<file path="config.mk">
export PLATFORM = sky130hd
export DESIGN_NAME = tt_um_emern_rasterizer
export DESIGN_NICKNAME = d
export VERILOG_FILES = /design/src/rtl/tt_um_emern_rasterizer_pkg.sv /design/src/rtl/tt_um_emern_edge_setup.sv /design/src/rtl/tt_um_emern_rasterizer.sv
export SDC_FILE = /design/constraint.sdc
export NUM_CORES = 2
export LEC_CHECK = 0
export ABC_AREA = 1
export CAP_MARGIN = 10
export CORE_MARGIN = 2
export CORE_UTILIZATION = 40
export CTS_CLUSTER_SIZE = 25
export DETAILED_ROUTE_END_ITERATION = 10
export PLACE_DENSITY = 0.63
export SLEW_MARGIN = 5
export SYNTH_ARGS = -nofsm -noshare
export SYNTH_HDL_FRONTEND = slang
export SYNTH_SLANG_ARGS = --single-unit
</file>
<file path="constraint.sdc">
create_clock -name clk -period 7.9 [get_ports clk]
set_input_delay 1.58 -clock clk [delete_from_list [all_inputs] [get_ports clk]]
set_output_delay 1.58 -clock clk [all_outputs]
set_load 0.01 [all_outputs]
</file>
<file path="src/rtl/tt_um_emern_rasterizer_pkg.sv">
// Shared widths and FSM encodings for the scanline rasterizer.
package tt_um_emern_rasterizer_pkg;
    localparam int WCOLOR = 6;
    localparam int WPX    = 7;
    localparam int WPY    = 6;
    localparam int N_POLY = 4;
    localparam int N_EDGE = 3;
    localparam int WACC   = 17;
    localparam int N_ACC  = N_POLY * N_EDGE;
    localparam int WINC   = WPY + 1;
    localparam int WPROD  = WPX + WPY + 2;

    localparam logic [1:0] ST_IDLE  = 2'd0;
    localparam logic [1:0] ST_SETUP = 2'd1;
    localparam logic [1:0] ST_RUN   = 2'd2;
endpackage

</file>
<file path="src/rtl/tt_um_emern_edge_setup.sv">
// Combinational edge-function seed E(0,y) and per-pixel x increment for one edge a->b.
module tt_um_emern_edge_setup
    import tt_um_emern_rasterizer_pkg::*;
(
    input  logic [WPX-1:0]         xa,
    input  logic [WPY-1:0]         ya,
    input  logic [WPX-1:0]         xb,
    input  logic [WPY-1:0]         yb,
    input  logic [WPY-1:0]         y,
    output logic signed [WACC-1:0] seed,
    output logic signed [WINC-1:0] inc
);
    logic signed [WPX:0]     neg_xa, dx;
    logic signed [WPY:0]     dy, ey;
    logic signed [WPROD-1:0] p0, p1;

    assign neg_xa = -$signed({1'b0, xa});
    assign dx     = $signed({1'b0, xb}) - $signed({1'b0, xa});
    assign dy     = $signed({1'b0, yb}) - $signed({1'b0, ya});
    assign ey     = $signed({1'b0, y}) - $signed({1'b0, ya});

    assign p0   = WPROD'(neg_xa) * WPROD'(dy);
    assign p1   = WPROD'(ey) * WPROD'(dx);
    assign seed = WACC'(p0) - WACC'(p1);
    assign inc  = dy;
endmodule

</file>
<file path="src/rtl/tt_um_emern_rasterizer.sv">
// Scanline rasterizer: per-line serial edge setup, then one add per edge per pixel step.
module tt_um_emern_rasterizer
    import tt_um_emern_rasterizer_pkg::*;
(
    input  logic                     clk,
    input  logic                     rst,
    input  logic                     line_start,
    input  logic [WPY-1:0]           line_y,
    input  logic                     px_step,
    input  logic [WCOLOR-1:0]        bg_color_in,
    input  logic [WCOLOR*N_POLY-1:0] poly_color_in,
    input  logic [WPX*N_POLY-1:0]    v0_x_in,
    input  logic [WPX*N_POLY-1:0]    v1_x_in,
    input  logic [WPX*N_POLY-1:0]    v2_x_in,
    input  logic [WPY*N_POLY-1:0]    v0_y_in,
    input  logic [WPY*N_POLY-1:0]    v1_y_in,
    input  logic [WPY*N_POLY-1:0]    v2_y_in,
    input  logic [N_POLY-1:0]        poly_enable_in,
    output logic                     busy,
    output logic [WCOLOR-1:0]        pixel_color_out,
    output logic [N_POLY-1:0]        hit_out
);
    logic [1:0]                 state;
    logic [WCOLOR*N_POLY-1:0]   sh_color;
    logic [WPX*N_POLY-1:0]      sh_v0_x, sh_v1_x, sh_v2_x;
    logic [WPY*N_POLY-1:0]      sh_v0_y, sh_v1_y, sh_v2_y;
    logic [N_POLY-1:0]          sh_en;
    logic [WCOLOR-1:0]          sh_bg;
    logic [WPY-1:0]             sh_y;
    logic signed [WACC-1:0]     acc   [N_ACC];
    logic signed [WINC-1:0]     inc_r [N_ACC];
    logic [WPX-1:0]             x;
    logic                       x_done;
    logic [1:0]                 setup_poly, setup_edge;
    logic [3:0]                 setup_idx;

    logic [WPX-1:0]             vx0, vx1, vx2, xa, xb;
    logic [WPY-1:0]             vy0, vy1, vy2, ya, yb;
    logic signed [WACC-1:0]     seed;
    logic signed [WINC-1:0]     inc;
    logic [N_POLY-1:0]          cov;
    logic [WCOLOR-1:0]          color;
    logic                       all_ge, all_le, step_ok;

    assign busy      = (state == ST_SETUP);
    assign setup_idx = {2'b00, setup_poly} * 4'd3 + {2'b00, setup_edge};
    assign step_ok   = (state == ST_RUN) && px_step && !line_start && !x_done;

    // Edge e runs from vertex e to vertex (e+1) mod 3.
    always_comb begin
        vx0 = sh_v0_x[setup_poly*WPX +: WPX];
        vx1 = sh_v1_x[setup_poly*WPX +: WPX];
        vx2 = sh_v2_x[setup_poly*WPX +: WPX];
        vy0 = sh_v0_y[setup_poly*WPY +: WPY];
        vy1 = sh_v1_y[setup_poly*WPY +: WPY];
        vy2 = sh_v2_y[setup_poly*WPY +: WPY];
        case (setup_edge)
            2'd0:    begin xa = vx0; ya = vy0; xb = vx1; yb = vy1; end
            2'd1:    begin xa = vx1; ya = vy1; xb = vx2; yb = vy2; end
            default: begin xa = vx2; ya = vy2; xb = vx0; yb = vy0; end
        endcase
    end

    tt_um_emern_edge_setup u_edge_setup (
        .xa   (xa),
        .ya   (ya),
        .xb   (xb),
        .yb   (yb),
        .y    (sh_y),
        .seed (seed),
        .inc  (inc)
    );

    // Later polygons overwrite earlier ones, giving highest-index priority.
    always_comb begin
        cov    = '0;
        color  = sh_bg;
        all_ge = 1'b1;
        all_le = 1'b1;
        for (int p = 0; p < N_POLY; p++) begin
            all_ge = 1'b1;
            all_le = 1'b1;
            for (int e = 0; e < N_EDGE; e++) begin
                if (acc[p*N_EDGE+e] < 0) all_ge = 1'b0;
                if (acc[p*N_EDGE+e] > 0) all_le = 1'b0;
            end
            cov[p] = sh_en[p] & (all_ge | all_le);
            if (cov[p]) color = sh_color[p*WCOLOR +: WCOLOR];
        end
    end

    always_ff @(posedge clk) begin
        if (rst) begin
            state           <= ST_IDLE;
            sh_color        <= '0;
            sh_v0_x         <= '0;
            sh_v1_x         <= '0;
            sh_v2_x         <= '0;
            sh_v0_y         <= '0;
            sh_v1_y         <= '0;
            sh_v2_y         <= '0;
            sh_en           <= '0;
            sh_bg           <= '0;
            sh_y            <= '0;
            x               <= '0;
            x_done          <= 1'b0;
            setup_poly      <= '0;
            setup_edge      <= '0;
            pixel_color_out <= '0;
            hit_out         <= '0;
            for (int k = 0; k < N_ACC; k++) begin
                acc[k]   <= '0;
                inc_r[k] <= '0;
            end
        end else if (line_start) begin
            state      <= ST_SETUP;
            sh_color   <= poly_color_in;
            sh_v0_x    <= v0_x_in;
            sh_v1_x    <= v1_x_in;
            sh_v2_x    <= v2_x_in;
            sh_v0_y    <= v0_y_in;
            sh_v1_y    <= v1_y_in;
            sh_v2_y    <= v2_y_in;
            sh_en      <= poly_enable_in;
            sh_bg      <= bg_color_in;
            sh_y       <= line_y;
            setup_poly <= '0;
            setup_edge <= '0;
        end else begin
            case (state)
                ST_SETUP: begin
                    acc[setup_idx]   <= seed;
                    inc_r[setup_idx] <= inc;
                    if (setup_edge == 2'd2) begin
                        setup_edge <= '0;
                        if (setup_poly == 2'(N_POLY - 1)) begin
                            state  <= ST_RUN;
                            x      <= '0;
                            x_done <= 1'b0;
                        end else begin
                            setup_poly <= setup_poly + 2'd1;
                        end
                    end else begin
                        setup_edge <= setup_edge + 2'd1;
                    end
                end
                ST_RUN: begin
                    if (step_ok) begin
                        pixel_color_out <= color;
                        hit_out         <= cov;
                        for (int k = 0; k < N_ACC; k++) begin
                            acc[k] <= acc[k] + WACC'(inc_r[k]);
                        end
                        if (x == {WPX{1'b1}}) x_done <= 1'b1;
                        else                  x      <= x + 1'b1;
                    end
                end
                default: ;
            endcase
        end
    end
endmodule
</file>
# Word level (Yosys, flattened, before mapping)
# Memory sizes are Yosys's and may differ from the RTL's.
# Index checks and enable logic that the tools add are counted.
# totals
reg_bits	220
ram_bits	288
input_bits	200
out_inout_bits	11
word_cells	204
memories	2
# op_classes
add_sub_neg	21
n_mul	5
magnitude_cmp	24
eq_ne	11
shifts	6
muxes	76
bitwise_logic	22
n_reduce_logical	19
# memory_table
name	words	word_bits	read_ports	rd_ports_with_merged_regs	wr	line_no	rtl
acc	12	17	12	0	12	tt_um_emern_rasterizer.sv:30	logic signed [WACC-1:0] acc [N_ACC];
inc_r	12	7	12	0	12	tt_um_emern_rasterizer.sv:31	logic signed [WINC-1:0] inc_r [N_ACC];
# op_table
op	count
$mux 17	13
$add 17x7->17	12
$gt 17x1->1 const B	12
$lt 17x1->1 const B	12
$shiftx 28x6->7	3
$shiftx 24x6->6	3
$mux 1	45
$pmux 7 s2	3
$mux 7	5
$mux 6	4
$pmux 6 s2	2
$reduce_or 17->1	1
$or 1x1->1	16
$sub 15x15->16	1
$mul 7x8->15	1
$mul 8x7->15	1
$sub 6x6->7	2
$reduce_and 3->1	4
$reduce_and 6->1	2
$mul 2x2->4 const B	2
$mux 4	2
$neg 7->8	1
$reduce_bool 2->1	4
$sub 7x7->8	1
other kinds (18)	32

# Depth between registers and ports, before layout
# depth
depth_word	11
depth_mapped	43
mapped_depth_nobuf	38

# Modules after synthesis
# Synthesis repeated with hierarchy kept, for this count alone.
# unflattened
hier_cells	4638
hier_area_um2	36234.8
# by_module_without_submodules
mod	instances	cells_per_inst	area_per_inst_um2	seq_area_each_um2
tt_um_emern_rasterizer	1	3907	30524.3	13052.5
tt_um_emern_edge_setup	1	731	5710.5	0.0

# Worst setup path after synthesis
# Ideal clock, no wire load.
# synth_timing
path_type	register to register
startpoint	register setup_poly[0]
endpoint	memory acc[3][12], data pin
setup_time_ps	256
arrival_time_ps	7706
required_ps	7644
slack_ps	-61
stages_incl_launch_ff	36
n_path_buf	6
period_less_slack_ps	7961
cell_sequence	dfxtp_1 buf_6 buf_6 buf_2 buf_1 nand2_1 a32o_1 a221oi_1 ha_1 inv_1 fa_1 nand4_1 nand2_1 or2_4 nand2_4 buf_6 nor2_1 fa_1 inv_1 fa_1 inv_1 fa_1 fa_1 fa_1 inv_1 fa_1 inv_1 ha_1 a21oi_1 o21ai_0 a21oi_1 o211ai_1 or2_2 clkbuf_1 nand3_1 nand2_1
# synth_lines
element	line_no	rtl
start, declared	tt_um_emern_rasterizer.sv:34	logic [1:0] setup_poly, setup_edge;
start signal, assigned	tt_um_emern_rasterizer.sv:141	setup_poly <= setup_poly + 2'd1;
end, declared	tt_um_emern_rasterizer.sv:30	

==> out/summary.txt <==
status: finished, final reports clean
Max stage delay on crit path: 540 ps
register area share after synthesis: 0.364
post-synthesis register bit count: 508
Startpoint Class: flop
vias in the first global route: 30900
CTS tree: built
CP max stage cell: fa_1
# fillers: 8634
predominant post-synthesis flop cell: edfxtp_1
Area Overhead vs Synth: 17.8%
Hold EP: x[5]
share of layout cells above drive strength 1: 0.0838
Worst setup EP type: flop
maximum fanout along the worst path: 12
fin crit period: 7690 ps
I/O pins: 211
grt ovf: 0
DR WL/cell: 18.2 um
Die X: 303 um
H-tree Lvls: 2
detailed-route via count: 32400
Core Region: 0.0885 mm^2
synth warn: 0
PortBufs: 210
Hold Path Origin: x[5]
Synth Cell Area: 0.0358 mm^2
ranking of synthesized cells by area: edfxtp_1, dfxtp_1, ha_1
setup_tns: 0 ps
mean number of vias per cell: 5.38
FMAX: 130 MHz
Mean Syn Cell Area: 7.83 um^2
die height: 303 um
area fraction of the dominant cell type after synthesis: 0.241
Final Hold Fails: 0
Detailed Route WL: 110000 um
worst path arrival time: 8070 ps
Max Cap Viol: 0
post-DP HPWL: 78100 um
initial antenna violation count: 1
CP required: 8280 ps
root buf cell: clkbuf_16
Sink Count: 508
first-pass GRT wire length: 169000 um
R2R depth: 30
final net count: 5417
count of unique library cells instantiated by Yosys: 56
Final Non-Filler Cells: 6024
Async S/R FF share, synth: 0
starting density of the core: 0.405
post-route ant nets: 0
Num CTS Buffers: 59
Crit Path Class: reg -> reg
Slew @ Worst Pin: 1070 ps
drt drc: 0
Slew Limit Fails: 0
clock tree buffer depth: 3
largest net degree at the start of global routing: 121
Initial DRC Count: 2571
Final Skew: 26.3 ps
Hold Path Depth: 1
Reg clk slew, reported paths: 60 ps
RR Startpoint: setup_poly[0]
Reg2Reg Setup Slack: 210 ps
# setup viols final: 0
total global-route track usage: 0.233
post-synth net total: 5182
row cnt: 109
Placed Cells: 5895
Post-Syn Instances: 4575
fin crit share: 0.973
number of synthesized flops with an enable pin: 288
Rel. slew slack: 0.286
FF-to-FF End: acc[2][12]
Most common cell on crit path: fa_1
RePlAce Congestion: 0.899
dominant cell type by area after synthesis: edfxtp_1
overall die area: 0.0920 mm^2
Pre-antenna DRT Iters: 6
Min-Delay Path Class: reg -> reg
clock latency reported for the late side of the worst-skew pair: 640 ps
==> how the worst max path moves through the flow <==
stage | from | end | cells past startpoint
2_1_floorplan | setup_poly[0] | acc[3][12] | 36
3_3_place_gp | setup_poly[0] | acc[7][12] | 30
3_5_place_dp | setup_poly[0] | acc[5][12] | 33
4_1_cts | setup_poly[0] | acc[2][13] | 37
5_1_grt | setup_poly[0] | acc[2][12] | 32
6_report | setup_poly[0] | acc[2][12] | 30
==> critical path, delay by kind of cell, from the launching register on <==
kind	cells	cell delay, ps
fa+ha+maj	8	3610
flops	1	400
buf+inv	7	750
simple gates	9	1220
compound gates	6	1450
==> Yosys cell counts (3+ instances only) <==
master,n
dfxtp_1,220
a31oi_1,11
a31o_2,12
a21oi_1,269
edfxtp_1,288
o22ai_1,91
o221ai_1,3
clkbuf_1,111
inv_2,31
fa_1,134
a221oi_1,7
nand2_1,886
nor2_2,19
nor2_4,9
xnor2_1,44
o21bai_1,6
buf_2,27
a32o_1,11
inv_1,368
o21a_1,4
xor2_1,48
nand3_2,7
nor2_1,844
o21ai_0,380
nand3b_1,15
or2_2,18
a21o_1,20
a21boi_0,4
xor2_2,3
o21ai_1,38
buf_1,7
buf_6,9
nand4_1,47
nand2_2,5
nand3_1,257
nor3_1,14
o22a_1,5
ha_1,273
clkinv_1,5
==> layout make-up <==
cell class / instances / area [um^2] / share of cell area
Inverter: 405 / 1540 / 0.0365
Timing Repair inverter: 2 / 17.5 / 0.000415
Sequential cell: 508 / 13100 / 0.309
Clock buffer: 72 / 1660 / 0.0393
Antenna cell: 2 / 5.00 / 0.000119
Tap cell: 1165 / 1460 / 0.0345
Clock inverter: 36 / 320 / 0.00759
Timing Repair Buffer: 327 / 3260 / 0.0773
Multi-Input combinational cell: 3507 / 20900 / 0.495
==> state kept, by name, summed over array words and instances, names as in the netlist <==
register	cells
acc	204
inc_r	84
sh_v0_x	28
sh_v1_x	28
sh_v2_x	28
sh_color	24
sh_v0_y	24
sh_v1_y	24
sh_v2_y	24
x	7
pixel_color_out	6
sh_bg	6
sh_y	6
hit_out	4
sh_en	4
setup_edge	2
setup_poly	2
state	2
x_done	1
==> routing by layer <==
metal  part of all wire  up-vias  global-route usage  routed length, um
li1                   -    15800                   -                  -
met1               0.44    15500               0.317              48800
met2               0.47      987               0.389              51300
met3              0.064      159              0.0318               6980
met4              0.024        0              0.0593               2650
met5                  0        -                   0                  0
==> layout by cell type (no fill, tap or decap), drive strengths merged, types with 3 or more instances in the layout <==
master	netlist	final
xor2	51	51
clkbuf	111	78
o221ai	3	3
dfxtp	220	220
nand3b	15	15
inv	400	407
fa	134	134
edfxtp	288	288
clkdlybuf4s50	0	209
a32o	11	11
nand2	893	893
buf	45	112
a221oi	7	7
bufinv	0	4
nor2	872	872
clkinvlp	0	3
or2	19	20
o21bai	6	6
a21o	20	20
nand4	48	48
o21a	4	4
o22a	5	5
nand3	265	265
nor3	16	16
a21boi	4	4
xnor2	45	45
ha	273	273
o21ai	419	419
o22ai	91	91
clkinv	5	29
a31o	12	12
a31oi	11	11
a21oi	272	272
==> timing repair <==
item | CTS | global route
endpoints found under the setup margin | 12 | 111
cloned | 0 | 9
gates resized for setup | 3 | 89
pin swaps | 0 | 28
hold buffers | 0 | 0
setup buffers | 0 | 10
==> metrics by stage <==
stage                     worst slack [ps]  area [um^2]  hold WS [ps]   util
after CTS                             4.20        41600           454  0.470
final                                  210        42200           453  0.477
after detailed placement             -39.8        39600           445  0.448
after floorplan                       11.9        35800           427      -
after global routing                  -102        42200           473  0.477
after global placement                92.4        39600           440  0.448
==> logic make-up (layout without fill, tap and decap cells) <==
kind of cell             Yosys count  in the layout  synth area share
AO/OA/AOI/OAI                    873            873             0.134
XOR/XNOR                          96             96            0.0243
adder cells (fa/ha/maj)          407            407             0.170
AND/OR/NAND/NOR                 2130           2131             0.246
flip-flops                       508            508             0.364
buffers and inverters            561            842            0.0619
other                              0              2                 0
Power is not shown: default switching activity piles up to over one toggle a cycle in this logic, so the estimate is an artifact.
